### config.mk
export PLATFORM = sky130hd
export DESIGN_NAME = shift_reg_ctrl
export DESIGN_NICKNAME = d
export VERILOG_FILES = /design/src/rtl/shift_ctrl_pkg.sv /design/src/rtl/shift_ctrl_bit_timer.sv /design/src/rtl/shift_reg_ctrl.sv
export SDC_FILE = /design/constraint.sdc
export NUM_CORES = 1
export LEC_CHECK = 0
export CELL_PAD_IN_SITES_DETAIL_PLACEMENT = 1
export CELL_PAD_IN_SITES_GLOBAL_PLACEMENT = 1
export CORE_ASPECT_RATIO = 1.1
export CORE_MARGIN = 2
export CORE_UTILIZATION = 33
export DETAILED_ROUTE_END_ITERATION = 10
export PLACE_DENSITY_LB_ADDON = 0.1
export SLEW_MARGIN = 20
export SYNTH_ARGS = -nofsm -noshare
export SYNTH_HDL_FRONTEND = slang
export SYNTH_SLANG_ARGS = --single-unit
### constraint.sdc
create_clock -name clk_i -period 2.1 [get_ports clk_i]
set_clock_uncertainty 0.2 [all_clocks]
set_input_delay 0.21 -clock clk_i [delete_from_list [all_inputs] [get_ports clk_i]]
set_output_delay 0.21 -clock clk_i [all_outputs]
set_load 0.03 [all_outputs]
### src/rtl/shift_ctrl_pkg.sv
// -----------------------------------------------------------------------------
// shift_ctrl_pkg
//   Shared types and helpers for the shift-register sequencer (shift_reg_ctrl)
//   and its optional bit-period timer (shift_ctrl_bit_timer).
//   Contents:
//     state_e    - sequencer state: IDLE -> SHIFT -> CAPT -> DONE -> IDLE
//     cnt_width  - width of a counter that must hold the values 0..n
// -----------------------------------------------------------------------------
package shift_ctrl_pkg;

    typedef enum logic [1:0] {
        IDLE  = 2'd0,
        SHIFT = 2'd1,
        CAPT  = 2'd2,
        DONE  = 2'd3
    } state_e;

    // Bits needed to count from 0 up to and including n.
    function automatic int unsigned cnt_width(input int unsigned n);
        return $clog2(n + 32'd1);
    endfunction

endpackage

### src/rtl/shift_ctrl_bit_timer.sv
// -----------------------------------------------------------------------------
// shift_ctrl_bit_timer
//   DW-bit down-counter that stretches each serial bit to DIV+1 clock cycles.
//   Only present when SHIFT_CTRL_DIV_EN is defined; otherwise the sequencer
//   ends every bit period on every cycle and this file contributes nothing.
//   Ports:
//     clk_i       in   1   clock, posedge
//     rst_i       in   1   synchronous active-high reset
//     load_i      in   1   word accepted: sample div_i and start the first period
//     run_i       in   1   sequencer is shifting; count down / reload
//     div_i       in   DW  divider sampled on load_i
//     end_o       out  1   current cycle is the last cycle of a bit period
//     end_next_o  out  1   value end_o will have in the next cycle
// -----------------------------------------------------------------------------
`ifdef SHIFT_CTRL_DIV_EN
module shift_ctrl_bit_timer #(
    parameter int unsigned DW = 8
) (
    input  logic          clk_i,
    input  logic          rst_i,
    input  logic          load_i,
    input  logic          run_i,
    input  logic [DW-1:0] div_i,
    output logic          end_o,
    output logic          end_next_o
);
    localparam logic [DW-1:0] TMR_ONE = DW'(1);

    logic [DW-1:0] div_q, div_d;
    logic [DW-1:0] tmr_q, tmr_d;

    // Next-state: load on accept, otherwise count down and reload at zero.
    always_comb begin
        div_d = div_q;
        tmr_d = tmr_q;
        if (load_i) begin
            div_d = div_i;
            tmr_d = div_i;
        end else if (run_i) begin
            if (tmr_q == {DW{1'b0}}) begin
                tmr_d = div_q;
            end else begin
                tmr_d = tmr_q - TMR_ONE;
            end
        end else begin
            tmr_d = tmr_q;
        end
    end

    // Divider and timer registers.
    always_ff @(posedge clk_i) begin
        if (rst_i) begin
            div_q <= {DW{1'b0}};
            tmr_q <= {DW{1'b0}};
        end else begin
            div_q <= div_d;
            tmr_q <= tmr_d;
        end
    end

    assign end_o      = (tmr_q == {DW{1'b0}});
    // Lets the sequencer register SCE one cycle ahead of the period end.
    assign end_next_o = (tmr_d == {DW{1'b0}});

endmodule
`endif

### src/rtl/shift_reg_ctrl.sv
// -----------------------------------------------------------------------------
// shift_reg_ctrl
//   Sequencer for an N-bit serial-in/parallel-out shift register. Accepts a
//   word over valid/ready, shifts it MSB-first into the register (SD/SCE),
//   captures the register's Q once all N bits are in and offers it over
//   valid/ready. Also drives the register's active-low clear.
//   Optional feature macro: SHIFT_CTRL_DIV_EN (adds div_i; each bit lasts
//   DIV+1 cycles with SCE only in the last cycle of the period).
//   Ports:
//     clk_i, rst_i          clock / synchronous active-high reset
//     in_valid_i/in_ready_o input handshake, din_i = word to serialise
//     abort_i               synchronous cancel of the current transfer
//     sd_o, sce_o, srstn_o  shift register D, CE, RSTN (all registered)
//     sq_i                  shift register Q
//     out_valid_o/out_ready_i output handshake, dout_o = captured Q
//     busy_o                sequencer not idle
//     div_i                 bit-period divider (SHIFT_CTRL_DIV_EN only)
// -----------------------------------------------------------------------------
module shift_reg_ctrl
    import shift_ctrl_pkg::*;
#(
    parameter int unsigned N  = 8,
    parameter int unsigned DW = 8
) (
    input  logic          clk_i,
    input  logic          rst_i,
    input  logic          in_valid_i,
    output logic          in_ready_o,
    input  logic [N-1:0]  din_i,
    input  logic          abort_i,
    output logic          sd_o,
    output logic          sce_o,
    output logic          srstn_o,
    input  logic [N-1:0]  sq_i,
    output logic          out_valid_o,
    input  logic          out_ready_i,
    output logic [N-1:0]  dout_o,
`ifdef SHIFT_CTRL_DIV_EN
    input  logic [DW-1:0] div_i,
`endif
    output logic          busy_o
);
    localparam int unsigned   CW       = cnt_width(N);
    localparam logic [CW-1:0] CNT_ONE  = CW'(1);
    localparam logic [CW-1:0] CNT_LAST = CW'(N - 32'd1);

    // N >= 2 and DW >= 1 are required; this block only keeps both in view.
    if ((N < 32'd2) || (DW < 32'd1)) begin : g_param_range
    end

    state_e        state_q, state_d;
    logic [N-1:0]  shadow_q, shadow_d;
    logic [CW-1:0] cnt_q, cnt_d;
    logic          sd_q, sd_d;
    logic          sce_q, sce_d;
    logic          srstn_q, srstn_d;
    logic [N-1:0]  dout_q, dout_d;

    logic          in_ready_s;
    logic          accept_s;
    logic          run_s;
    logic          bit_end_s;
    logic          bit_end_next_s;

    // Abort takes priority over an accept in IDLE, so ready drops with it.
    assign in_ready_s = (state_q == IDLE) && !rst_i && !abort_i;
    assign accept_s   = in_valid_i && in_ready_s;
    assign run_s      = (state_q == SHIFT);

`ifdef SHIFT_CTRL_DIV_EN
    shift_ctrl_bit_timer #(
        .DW (DW)
    ) u_bit_timer (
        .clk_i      (clk_i),
        .rst_i      (rst_i),
        .load_i     (accept_s),
        .run_i      (run_s),
        .div_i      (div_i),
        .end_o      (bit_end_s),
        .end_next_o (bit_end_next_s)
    );
`else
    // One bit per cycle: every cycle closes a bit period.
    assign bit_end_s      = 1'b1;
    assign bit_end_next_s = 1'b1;
`endif

    // Next-state, shadow, count and capture logic plus registered-output precompute.
    always_comb begin
        state_d  = state_q;
        shadow_d = shadow_q;
        cnt_d    = cnt_q;
        dout_d   = dout_q;
        srstn_d  = 1'b1;
        if (abort_i) begin
            state_d = IDLE;
            srstn_d = 1'b0;
        end else begin
            case (state_q)
                IDLE: begin
                    if (accept_s) begin
                        shadow_d = din_i;
                        cnt_d    = {CW{1'b0}};
                        state_d  = SHIFT;
                    end else begin
                        state_d  = IDLE;
                    end
                end
                SHIFT: begin
                    if (bit_end_s) begin
                        shadow_d = {shadow_q[N-2:0], 1'b0};
                        cnt_d    = cnt_q + CNT_ONE;
                        if (cnt_q == CNT_LAST) begin
                            state_d = CAPT;
                        end else begin
                            state_d = SHIFT;
                        end
                    end else begin
                        state_d = SHIFT;
                    end
                end
                CAPT: begin
                    // SCE has been low for this cycle, so SQ holds the last bit.
                    dout_d  = sq_i;
                    state_d = DONE;
                end
                DONE: begin
                    if (out_ready_i) begin
                        state_d = IDLE;
                    end else begin
                        state_d = DONE;
                    end
                end
                default: begin
                    state_d = IDLE;
                end
            endcase
        end
        // SD/SCE are computed from next-state values so they leave a flop.
        sce_d = (state_d == SHIFT) && bit_end_next_s;
        if (state_d == SHIFT) begin
            sd_d = shadow_d[N-1];
        end else begin
            sd_d = 1'b0;
        end
    end

    // Sequencer state and output registers.
    always_ff @(posedge clk_i) begin
        if (rst_i) begin
            state_q  <= IDLE;
            shadow_q <= {N{1'b0}};
            cnt_q    <= {CW{1'b0}};
            sd_q     <= 1'b0;
            sce_q    <= 1'b0;
            srstn_q  <= 1'b0;
            dout_q   <= {N{1'b0}};
        end else begin
            state_q  <= state_d;
            shadow_q <= shadow_d;
            cnt_q    <= cnt_d;
            sd_q     <= sd_d;
            sce_q    <= sce_d;
            srstn_q  <= srstn_d;
            dout_q   <= dout_d;
        end
    end

    assign in_ready_o  = in_ready_s;
    assign sd_o        = sd_q;
    assign sce_o       = sce_q;
    assign srstn_o     = srstn_q;
    assign out_valid_o = (state_q == DONE);
    assign dout_o      = dout_q;
    assign busy_o      = (state_q != IDLE);

endmodule

## Word-level counts from Yosys, hierarchy flattened

Cells that the tools add are included.

| word-level totals | value |
|---|---|
| flip-flop bits (word level) | 25 |
| word-level logic and storage cells | 39 |
| output and inout bits | 14 |
| input port bits | 21 |

| operators by class | value |
|---|---|
| equal/unequal tests | 6 |
| muxes and demuxes | 11 |
| $add $sub $neg | 1 |
| bitwise gates (word level) | 2 |
| reduce and logical (&&, ||, !) cells | 11 |

Operators by type and width:

| operator | number |
|---|---|
| two-way mux 8 bit | 2 |
| case mux 8 bit (2 select lines) | 1 |
| case mux 2 bit (4 select lines) | 1 |
| case mux 4 bit (2 select lines) | 1 |
| two-way mux 2 bit | 3 |
| adder 4 x 1 -> 4 bit, second input constant | 1 |
| == test 2 x 1 -> 1 bit, second input constant | 2 |
| == test 2 bit, second input constant | 2 |
| == test 4 x 3 -> 1 bit, second input constant | 1 |
| two-way mux 4 bit | 1 |
| nonzero test 2 bit | 2 |
| logical AND 1 bit | 3 |
| AND reduction 3 bit | 1 |
| logical NOT 1 bit | 2 |
| logical NOT 2 bit | 1 |
| two-way mux 1 bit | 2 |
| != test 2 bit, second input constant | 1 |
| inverter 1 bit | 2 |
| AND reduction 2 bit | 1 |
| OR reduction 2 bit | 1 |

## Depth between registers and ports, before layout

Gate-level depths: netlist of the first run.

| depth | value |
|---|---|
| depth after elaboration | 10 |
| mapped depth | 6 |
| depth with buffers taken out | 4 |

## Worst setup path before layout of the first run

No wires, ideal clock.

| timing path | value |
|---|---|
| path kind | reg2reg |
| start | register state_q[1] |
| end | register shadow_q[7] |
| required time | 1.834 ns |
| arrival | 1.683 ns |
| buffers on the path | 1 |
| setup slack | 0.150 ns |
| library setup time | 0.066 ns |
| clock period less this slack | 1.950 ns |
| stages on the path, launching flop included | 6 |
| cells stage by stage | dfxtp_1 > nor4_2 > and2_4 > buf_6 > a221o_1 > nor2b_1 |

| between the ends | value |
|---|---|
| longest elaborated chain between the ends | 7 |
| elaborated cells on any way between the ends | 8 |
| classes of those cells | eq/ne: 1; mux: 3; reduce/logical: 4 |

RTL lines:

| item | line | source |
|---|---|---|
| start, declared | shift_reg_ctrl.sv:51 | `state_e state_q, state_d;` |
| start signal, assigned | shift_reg_ctrl.sv:159 | `state_q <= state_d;` |
| logical NOT 2 bit | shift_reg_ctrl.sv:66 | `assign in_ready_s = (state_q == IDLE) && !rst_i && !abort_i;` |
| logical AND 1 bit (2 in series) | shift_reg_ctrl.sv:66 |  |
| via in_ready_o | shift_reg_ctrl.sv:28 | `output logic in_ready_o,` |
| logical AND 1 bit | shift_reg_ctrl.sv:67 | `assign accept_s = in_valid_i && in_ready_s;` |
| two-way mux 8 bit | shift_reg_ctrl.sv:101 | `if (accept_s) begin` |
| case mux 8 bit (2 select lines) | shift_reg_ctrl.sv:99 | `case (state_q)` |
| two-way mux 8 bit | shift_reg_ctrl.sv:95 | `if (abort_i) begin` |
| end signal, assigned | shift_reg_ctrl.sv:152 | `shadow_q <= {N{1'b0}};` |
| end signal, assigned | shift_reg_ctrl.sv:160 | `shadow_q <= shadow_d;` |
| end, declared | shift_reg_ctrl.sv:52 | `logic [N-1:0] shadow_q, shadow_d;` |

The timed path passes the listed nets, and every way through them passes these cells. The select of a mux whose other input is x is not followed.
A chain may end at the register's enable or synchronous reset.

## Worst setup path in the final report of the first run

| timing path | value |
|---|---|
| start | register state_q[0] |
| end | output busy_o |

| between the ends | value |
|---|---|
| longest elaborated chain between the ends | 1 |

RTL lines:

| item | line | source |
|---|---|---|
| nonzero test 2 bit | shift_reg_ctrl.sv:175 | `assign busy_o = (state_q != IDLE);` |
| end, declared | shift_reg_ctrl.sv:41 | `output logic busy_o` |

No other way between the ends.

==> results of run 1 <==
==> cell type report <==
| type | instances | area [sq um] |
|---|---|---|
| fillers | 358 | 1570 |
| multi-input cells | 84 | 533 |
| flip-flops and latches | 25 | 503 |
| repair buffers | 41 | 389 |
| well taps | 34 | 42.5 |
| clock buffers | 4 | 26.3 |
| inverters | 3 | 11.3 |
==> per-layer routing <==
metal | share of wire | up-vias
li1 | - | 489
met1 | 0.44 | 469
met2 | 0.51 | 19
met3 | 0.044 | 2
met4 | 0.0047 | 0
met5 | 0 | -
==> report_power, final <==
group / leakage (nW) / internal (W) / switching, W
Clock: 0.0150 / 0.0000742 / 0.000144
Sequential: 0.204 / 0.000490 / 0.00000931
Combinational: 0.334 / 0.0000707 / 0.0000604
Total: 0.553 / 0.000634 / 0.000214
==> worst reg2reg max path, cell delays in order (launching register included) <==
cell and delay (ns):
dfxtp_2 0.45, buf_4 0.24, nor2_1 0.07, nor2_1 0.35
nor2_1 0.08, nor3_1 0.14
==> Yosys cell counts (2+ instances only) <==
cell type	number	area (sq um)
nor2_1	24	90.1
and2_1	2	12.5
nor3_1	6	30.0
nand2_1	4	15.0
a221oi_1	6	52.6
o21ai_0	4	20.0
nor2b_1	2	12.5
xor2_1	2	17.5
dfxtp_1	25	500
mux2i_1	8	80.1
inv_1	2	7.51
nand2b_1	7	43.8
o211ai_1	2	15.0
a21oi_1	4	20.0
clkbuf_1	4	15.0
==> cells by family after synthesis <==
kind of cell	count (synthesis)	share of synthesized area
AND/OR/NAND/NOR	53	0.257
flip-flops	25	0.463
AO/OA/AOI/OAI	20	0.134
buffers and inverters	10	0.0440
multiplexers	8	0.0741
XOR/XNOR	2	0.0162
adder cells (fa/ha/maj)	1	0.0116
==> flip-flops by register name (all words and copies together) (netlist names) <==
register / count
state_q: 2
dout_o: 8
cnt_q: 4
sce_o: 1
sd_o: 1
srstn_o: 1
shadow_q: 8
==> per-stage QoR <==
step / power (W) / setup slack (ns)
after floorplan: 0.000572 / 0.150
after global placement: 0.000637 / 0.251
final: 0.000848 / 0.126
after detailed placement: 0.000641 / 0.170
after CTS: 0.000862 / 0.0160
after global routing: 0.000893 / 0.0503
==> final timing paths <==
kind	start	cells past startpoint	endpoint	slack [ns]
worst max-delay path	state_q[0]	3	busy_o	0.13
worst min register to register	cnt_q[1]	2	cnt_q[1]	0.29
worst min-delay path	sq_i[2]	3	dout_o[2]	0.29
worst max register to register	state_q[0]	5	shadow_q[5]	0.51
==> timing repair <==
action                                  in CTS  in global routing
hold endpoints to repair                     0                  0
hold buffers                                 0                  0
endpoints found under the setup margin       2                  1
resized for setup                            2                  1
==> out/results.ini, run 1 <==
[logic_synthesis]
syn_area_sq_mm = 0.00108
synth-seq-cells = 25
yosysWarningCount = 0
synth.distinct_cells = 32
ys_seq_area_frac = 0.463
synth_edf_count = 0
netlist_instances = 119
syn-num-nets = 141
synthFlopType = dfxtp_1
syn_area_per_cell_sq_um = 9.08
ys_async_sr_fraction = 0

[sta]
hold_ws_ns = 0.291
tns_ns = 0
grt_setup_unrepaired = false
fmax_ghz = 0.507
finalCriticalPeriod_ns = 1.97
worst_pin_slew_ns = 0.439
report.final.hold_viol_count = 0
post-route-period-util = 0.940
drv_slew = 0
finalSetupViolations = 0
slew_headroom = 0.706

[drt]
dr.pass1.iters = 4
wire_per_inst_um = 14.4
drt_iter0_markers = 17
via_per_inst = 5.13
drc_errors = 0
ant_nets = 0
vias = 979
wirelength_um = 2760

[flow_run]
maxCapViolations = 0

[global_route]
antenna_found_initial = 0
busiest_layer = met2
gr-usage-met3 = 0.0263
grtUsageMet1 = 0.196
grt_max_degree = 21
grt_pass1_wl_um = 4640
grt-ovfl-total = 0
grt_util_met2 = 0.270
track_usage = 0.156
grt_pass1_vias = 1047

[finish]
fin_util = 0.490
n_antenna_cell = 0
drive_gt1_frac = 0.115
final_net_count = 180
stdcell_count = 191
final_cell_mix = clkdlybuf4s50_1, nor2_1, dfxtp_1, mux2i_1, buf_4
area_delta_synth_final_pct = 39.2
layout_commonest_cell = clkdlybuf4s50_1
fin_area_sq_mm = 0.00151

[clock_network]
clk_latency_ns = 0.31
cts_buffer_depth = 2
clock-sinks = 25
path_clk_slew_ns = 0.14
cts_setup_buffers = 0
cts_htree_levels = 1
cts_buffers = 3
cts_root_buf = clkbuf_4
cts_tree = built

[critical_path]
slowest_delay_ns = 0.65
crit_path_top_delay_cell = clkdlybuf4s50_1
startpoint_type = flip-flop
endpoint_kind = output port
worstPathCellList = nor2_1 > inv_1 > clkdlybuf4s50_1
cp_top_family = buffers and inverters
worstPathMaxFanout = 9
worstSetupPathType = flip-flop to output port
crit_required_ns = 1.69
arrival_ns = 1.56
cp_num_buf_inv = 2

[die]
ios = 35
start_util = 0.352
die_x_um = 58.6
rows = 21
core_sq_mm = 0.00307
dieArea_sq_mm = 0.00375
die_h_um = 64.0

[placed_design]
dp_cells = 187
io_buffers = 34
postPlaceCellArea_sq_mm = 0.00148
gp_congestion = 0.763
hpwlAfterDp_um = 2110

[min_path]
hold_path_class = input port to flip-flop

[pwr]
p_per_area_mw_per_mm2 = 564
ir_drop_v = 0.000366
power.leakage_nw = 0.553

[outcome]
outcome = completed

Note: power is estimated with default switching activity, not from simulation.
==> inputs of run 2 (changes only) <==
--- a/config.mk
+++ b/config.mk
@@ -9,7 +9,7 @@
 export CELL_PAD_IN_SITES_GLOBAL_PLACEMENT = 1
 export CORE_ASPECT_RATIO = 1.1
 export CORE_MARGIN = 2
-export CORE_UTILIZATION = 33
+export CORE_UTILIZATION = 29
 export DETAILED_ROUTE_END_ITERATION = 10
 export PLACE_DENSITY_LB_ADDON = 0.1
 export SLEW_MARGIN = 20
==> constraint.sdc (replaced) <==
create_clock -name clk_i -period 1.8 [get_ports clk_i]
set_clock_uncertainty 0.2 [all_clocks]
set_input_delay 0.18 -clock clk_i [delete_from_list [all_inputs] [get_ports clk_i]]
set_output_delay 0.18 -clock clk_i [all_outputs]
set_load 0.03 [all_outputs]
==> out/results.ini, run 2 (same netlist as run 1, synthesis figures left out) <==
[finish]
drive_gt1_frac = 0.159  ; +0.0439
final_cell_mix = clkdlybuf4s50_1, dfxtp_1, nor2_1, buf_4, mux2i_1
fin_util = 0.448  ; -0.0413
layout_commonest_cell = clkdlybuf4s50_1
n_antenna_cell = 0  ; unchanged
final_net_count = 187  ; +3.9%
area_delta_synth_final_pct = 49.2

[critical_path]
r2r-end = sd_o
crit_required_ns = 1.42  ; -0.27 ns
r2r_start = state_q[1]
worstPathMaxFanout = 8  ; -1
crit_path_top_delay_cell = dfxtp_1
arrival_ns = 1.32  ; -0.24 ns
worstPathCellList = nor4_4 > buf_4 > buf_4
endpoint_kind = output port
worstSetupPathType = flip-flop to output port
reg2reg_depth = 4  ; -1
r2r_setup_slack_ns = 0.13  ; -0.38 ns
slowest_delay_ns = 0.43  ; -0.22 ns
path_common_cell = buf_4
startpoint_type = flip-flop

[clock_network]
path_clk_slew_ns = 0.09  ; -0.05 ns
cts_htree_levels = 1  ; unchanged
ctsResizeCount = 0  ; -2
cts_buffer_depth = 2  ; unchanged
cts_tree = built
clock-sinks = 25  ; unchanged
cts_setup_buffers = 0  ; unchanged
cts_buffers = 3  ; unchanged
clk_latency_ns = 0.27  ; -0.04 ns
ctsHoldBuffers = 0  ; unchanged
cts_root_buf = clkbuf_8

[drt]
ant_nets = 0  ; unchanged
drt_iter0_markers = 24  ; +7
wirelength_um = 2880  ; +4.6%
wire_per_inst_um = 13.5  ; -6.6%
dr.pass1.iters = 4  ; unchanged
drc_errors = 0  ; unchanged
vias = 1040  ; +6.2%
via_per_inst = 4.86  ; -5.2%

[placed_design]
io_buffers = 34  ; unchanged
gp_congestion = 0.755  ; -0.96%
hpwlAfterDp_um = 2180  ; +3.7%

[flow_run]
maxCapViolations = 0  ; unchanged

[sta]
finalCriticalPeriod_ns = 1.70
grt_setup_unrepaired = false
tns_ns = 0  ; unchanged
post-route-period-util = 0.947
fmax_ghz = 0.587
finalSetupViolations = 0  ; unchanged
slew_headroom = 0.747  ; +0.0411
drv_slew = 0  ; unchanged
worst_pin_slew_ns = 0.375  ; -0.0640 ns
report.final.hold_viol_count = 0  ; unchanged

[pwr]
power_w = 0.00109  ; +29%
power.leakage_nw = 0.601  ; +8.7%
p_per_area_mw_per_mm2 = 676  ; +20%
ir_drop_v = 0.000252  ; -31%

[global_route]
grt_max_degree = 15  ; -29%
grt_pass1_vias = 1076  ; +2.8%
track_usage = 0.152  ; -0.00403
antenna_found_initial = 0  ; unchanged
grt-ovfl-total = 0  ; unchanged
grt_pass1_wl_um = 4940  ; +6.4%

[min_path]
hold_path_startpoint = cnt_q[1]
hold_end = cnt_q[1]
hold_depth = 2  ; -1
hold_path_class = flip-flop to flip-flop

[die]
die_h_um = 68.0  ; +6.3%
start_util = 0.301  ; -0.0511
rows = 23  ; +9.5%
die_x_um = 62.2  ; +6.2%
dieArea_sq_mm = 0.00423  ; +13%
ios = 35  ; unchanged
core_sq_mm = 0.00360  ; +17%

[outcome]
outcome = completed

run 2: changes by cell type in the layout (fill, tap and decap cells not counted), moves of 2 or more:
| cell | change |
|---|---|
| dfxtp_2 | -2 |
| clkbuf_4 | -3 |
| clkbuf_8 | +3 |
| buf_4 | +8 |
| dfxtp_1 | +2 |
run 2: cell type report:
| type | instances | area, sq um |
|---|---|---|
| tap | 50 | 62.6 |
| timing repair buffer | 48 | 450 |
| clock buffer | 3 | 41.3 |
| inverter | 3 | 11.3 |
| multi-input combinational | 84 | 542 |
| clock inverter | 1 | 5.00 |
| fill | 439 | 1980 |
| sequential | 25 | 500 |
run 2: worst max path at each step:
stage,depth (start not counted),to,from,slack (ns)
after floorplan,5,shadow_q[7],state_q[1],0.06
after global placement,5,sd_o,rst_i,-0.05
after detailed placement,7,cnt_q[2],rst_i,-0.12
after CTS,3,in_ready_o,state_q[1],0.08
after global routing,3,in_ready_o,state_q[1],0.03
final,3,in_ready_o,state_q[1],0.1
run 2: critical path, delay by kind of cell, from the launching register on:
| family | cells | cell delay (ns) |
|---|---|---|
| buf+inv | 2 | 0.29 |
| flops | 1 | 0.43 |
| simple gates | 1 | 0.34 |
run 2: routing by layer:
| metal | vias to the layer above | part of all wire | routed length (um) | track usage |
|---|---|---|---|---|
| met2 | 24 | 0.51 | 1480 | 0.274 |
| met3 | 4 | 0.044 | 128 | 0.0345 |
| met4 | 0 | 0.013 | 38 | 0.0667 |
| met5 | - | 0 | 0 | 0 |
| met1 | 503 | 0.43 | 1240 | 0.175 |
| li1 | 509 | - | - | - |
run 2: power breakdown:
group	total [W]	internal (W)	switching, W
registers	0.000579	0.000570	0.00000902
logic	0.000168	0.0000925	0.0000758
clock network	0.000344	0.000155	0.000188
total	0.00109	0.000818	0.000273
run 2: per-stage QoR:
stage / hold slack, ns / cells / worst slack, ns / cell area [sq um]
global route: 0.312 / 214 / 0.0344 / 1610
finish: 0.286 / 214 / 0.0956 / 1610
CTS: 0.290 / 214 / 0.0816 / 1610
detailed placement: 0.276 / 210 / -0.117 / 1570
floorplan: 0.0758 / 119 / 0.0635 / 1090
global placement: 0.258 / 210 / -0.0533 / 1570
==> inputs of run 3 (changes only) <==
--- a/config.mk
+++ b/config.mk
@@ -9,7 +9,7 @@
 export CELL_PAD_IN_SITES_GLOBAL_PLACEMENT = 1
 export CORE_ASPECT_RATIO = 1.1
 export CORE_MARGIN = 2
-export CORE_UTILIZATION = 29
+export CORE_UTILIZATION = 35
 export DETAILED_ROUTE_END_ITERATION = 10
 export PLACE_DENSITY_LB_ADDON = 0.1
 export SLEW_MARGIN = 20
==> constraint.sdc (replaced) <==
create_clock -name clk_i -period 2.1 [get_ports clk_i]
set_clock_uncertainty 0.2 [all_clocks]
set_input_delay 0.21 -clock clk_i [delete_from_list [all_inputs] [get_ports clk_i]]
set_output_delay 0.21 -clock clk_i [all_outputs]
set_load 0.03 [all_outputs]
==> out/results.ini, run 3 (same netlist as run 1, synthesis figures left out) <==
[outcome]
outcome = completed

[drt]
wire_per_inst_um = 14.0  ; +3.7%
drt_iter0_markers = 33  ; +38%
ant_nets = 0  ; unchanged
via_per_inst = 5.22  ; +7.4%
wirelength_um = 2680  ; -7.0%
drc_errors = 0  ; unchanged
dr.pass1.iters = 4  ; unchanged
vias = 1002  ; -3.7%

[critical_path]
slowest_delay_ns = 0.67  ; +0.24 ns
startpoint_type = flip-flop
worstSetupPathType = flip-flop to output port
cp_top_family = buffers and inverters
crit_required_ns = 1.69  ; +0.27 ns
worstPathCellList = and2_1 > clkdlybuf4s50_1
arrival_ns = 1.60  ; +0.28 ns
endpoint_kind = output port
worstPathMaxFanout = 8  ; unchanged
crit_path_top_delay_cell = clkdlybuf4s50_1
cp_num_buf_inv = 1  ; -1

[placed_design]
hpwlAfterDp_um = 1990  ; -8.8%
dp_cells = 188  ; -10%
gp_congestion = 0.774  ; +2.4%
io_buffers = 34  ; unchanged

[clock_network]
clock-sinks = 25  ; unchanged
clk_latency_ns = 0.31  ; +0.04 ns
cts_tree = built
ctsHoldBuffers = 0  ; unchanged
cts_root_buf = clkbuf_4
path_clk_slew_ns = 0.14  ; +0.05 ns
cts_buffer_depth = 2  ; unchanged
cts_setup_buffers = 0  ; unchanged
cts_htree_levels = 1  ; unchanged
cts_buffers = 3  ; unchanged

[sta]
hold_ws_ns = 0.288  ; +0.00139 ns
finalSetupViolations = 0  ; unchanged
report.final.hold_viol_count = 0  ; unchanged
worst_pin_slew_ns = 0.444  ; +0.0682 ns
tns_ns = 0  ; unchanged
grt_setup_unrepaired = false
post-route-period-util = 0.958
slew_headroom = 0.703  ; -0.0439
finalCriticalPeriod_ns = 2.01
drv_slew = 0  ; unchanged
fmax_ghz = 0.497

[die]
dieArea_sq_mm = 0.00355  ; -16%
start_util = 0.361  ; +0.0604
ios = 35  ; unchanged
die_h_um = 62.3  ; -8.4%
rows = 21  ; -8.7%
die_x_um = 57.0  ; -8.4%
core_sq_mm = 0.00300  ; -17%

[finish]
final_net_count = 181  ; -3.2%
stdcell_count = 192  ; -10%
layout_commonest_cell = clkdlybuf4s50_1
drive_gt1_frac = 0.120  ; -0.0383
final_cell_mix = clkdlybuf4s50_1, nor2_1, dfxtp_1, buf_4, mux2i_1
n_antenna_cell = 0  ; unchanged
fin_util = 0.506  ; +0.0579
area_delta_synth_final_pct = 40.3

[global_route]
track_usage = 0.161  ; +0.00969
antenna_found_initial = 0  ; unchanged
grt_max_degree = 19  ; +4
grt-ovfl-total = 0  ; unchanged
grt_pass1_vias = 1062  ; -1.3%
grt_pass1_wl_um = 4660  ; -5.7%

[pwr]
p_per_area_mw_per_mm2 = 562  ; -17%
power.leakage_nw = 0.552  ; -8.2%
ir_drop_v = 0.000349  ; +38%

[min_path]
hold_path_class = flip-flop to flip-flop

[flow_run]
maxCapViolations = 0  ; unchanged

run 3: worst min-delay path: stages, from the launching register on:
cell and delay, ns:
dfxtp_1 0.35, nand2_1 0.06, a21oi_1 0.05
run 3: worst paths after layout:
kind               from          end  slack, ns  depth (start not counted)
max          state_q[1]  out_valid_o       0.09                          2
min            cnt_q[1]     cnt_q[1]       0.29                          2
max reg2reg  state_q[0]  shadow_q[2]       0.37                          5
min reg2reg    cnt_q[1]     cnt_q[1]       0.29                          2
run 3: report_power, final:
group          internal, W  switching, W
Combinational    0.0000718     0.0000629
Clock            0.0000726      0.000149
Sequential        0.000489    0.00000723
run 3: layer usage:
| metal | track usage | vias to the layer above | share of wire |
|---|---|---|---|
| met5 | 0 | - | 0 |
| met2 | 0.287 | 19 | 0.53 |
| met1 | 0.194 | 486 | 0.41 |
| met4 | 0.0436 | 0 | 0.0071 |
| met3 | 0.0313 | 2 | 0.047 |
| li1 | - | 495 | - |
run 3: layout make-up:
class                      count  area, sq um
inverter                       3         11.3
sequential                    25          502
clock buffer                   3         22.5
multi-input combinational     84          533
timing repair buffer          42          398
fill                         364         1480
tap                           34         42.5
clock inverter                 1         7.51
run 3: stage by stage:
| step | total power (W) | instance area, sq um | setup WS [ns] |
|---|---|---|---|
| 6_report | 0.000852 | 1520 | 0.0879 |
| 5_1_grt | 0.000898 | 1520 | 0.000372 |
| 4_1_cts | 0.000868 | 1520 | 0.0799 |
| 3_5_place_dp | 0.000642 | 1490 | 0.181 |
| 3_3_place_gp | 0.000637 | 1490 | 0.234 |
| 2_1_floorplan | 0.000572 | 1080 | 0.150 |
run 3: timing repair:
action,in CTS,in global routing
resized for setup,1,0
hold endpoints to repair,0,0
setup endpoints to repair,1,0
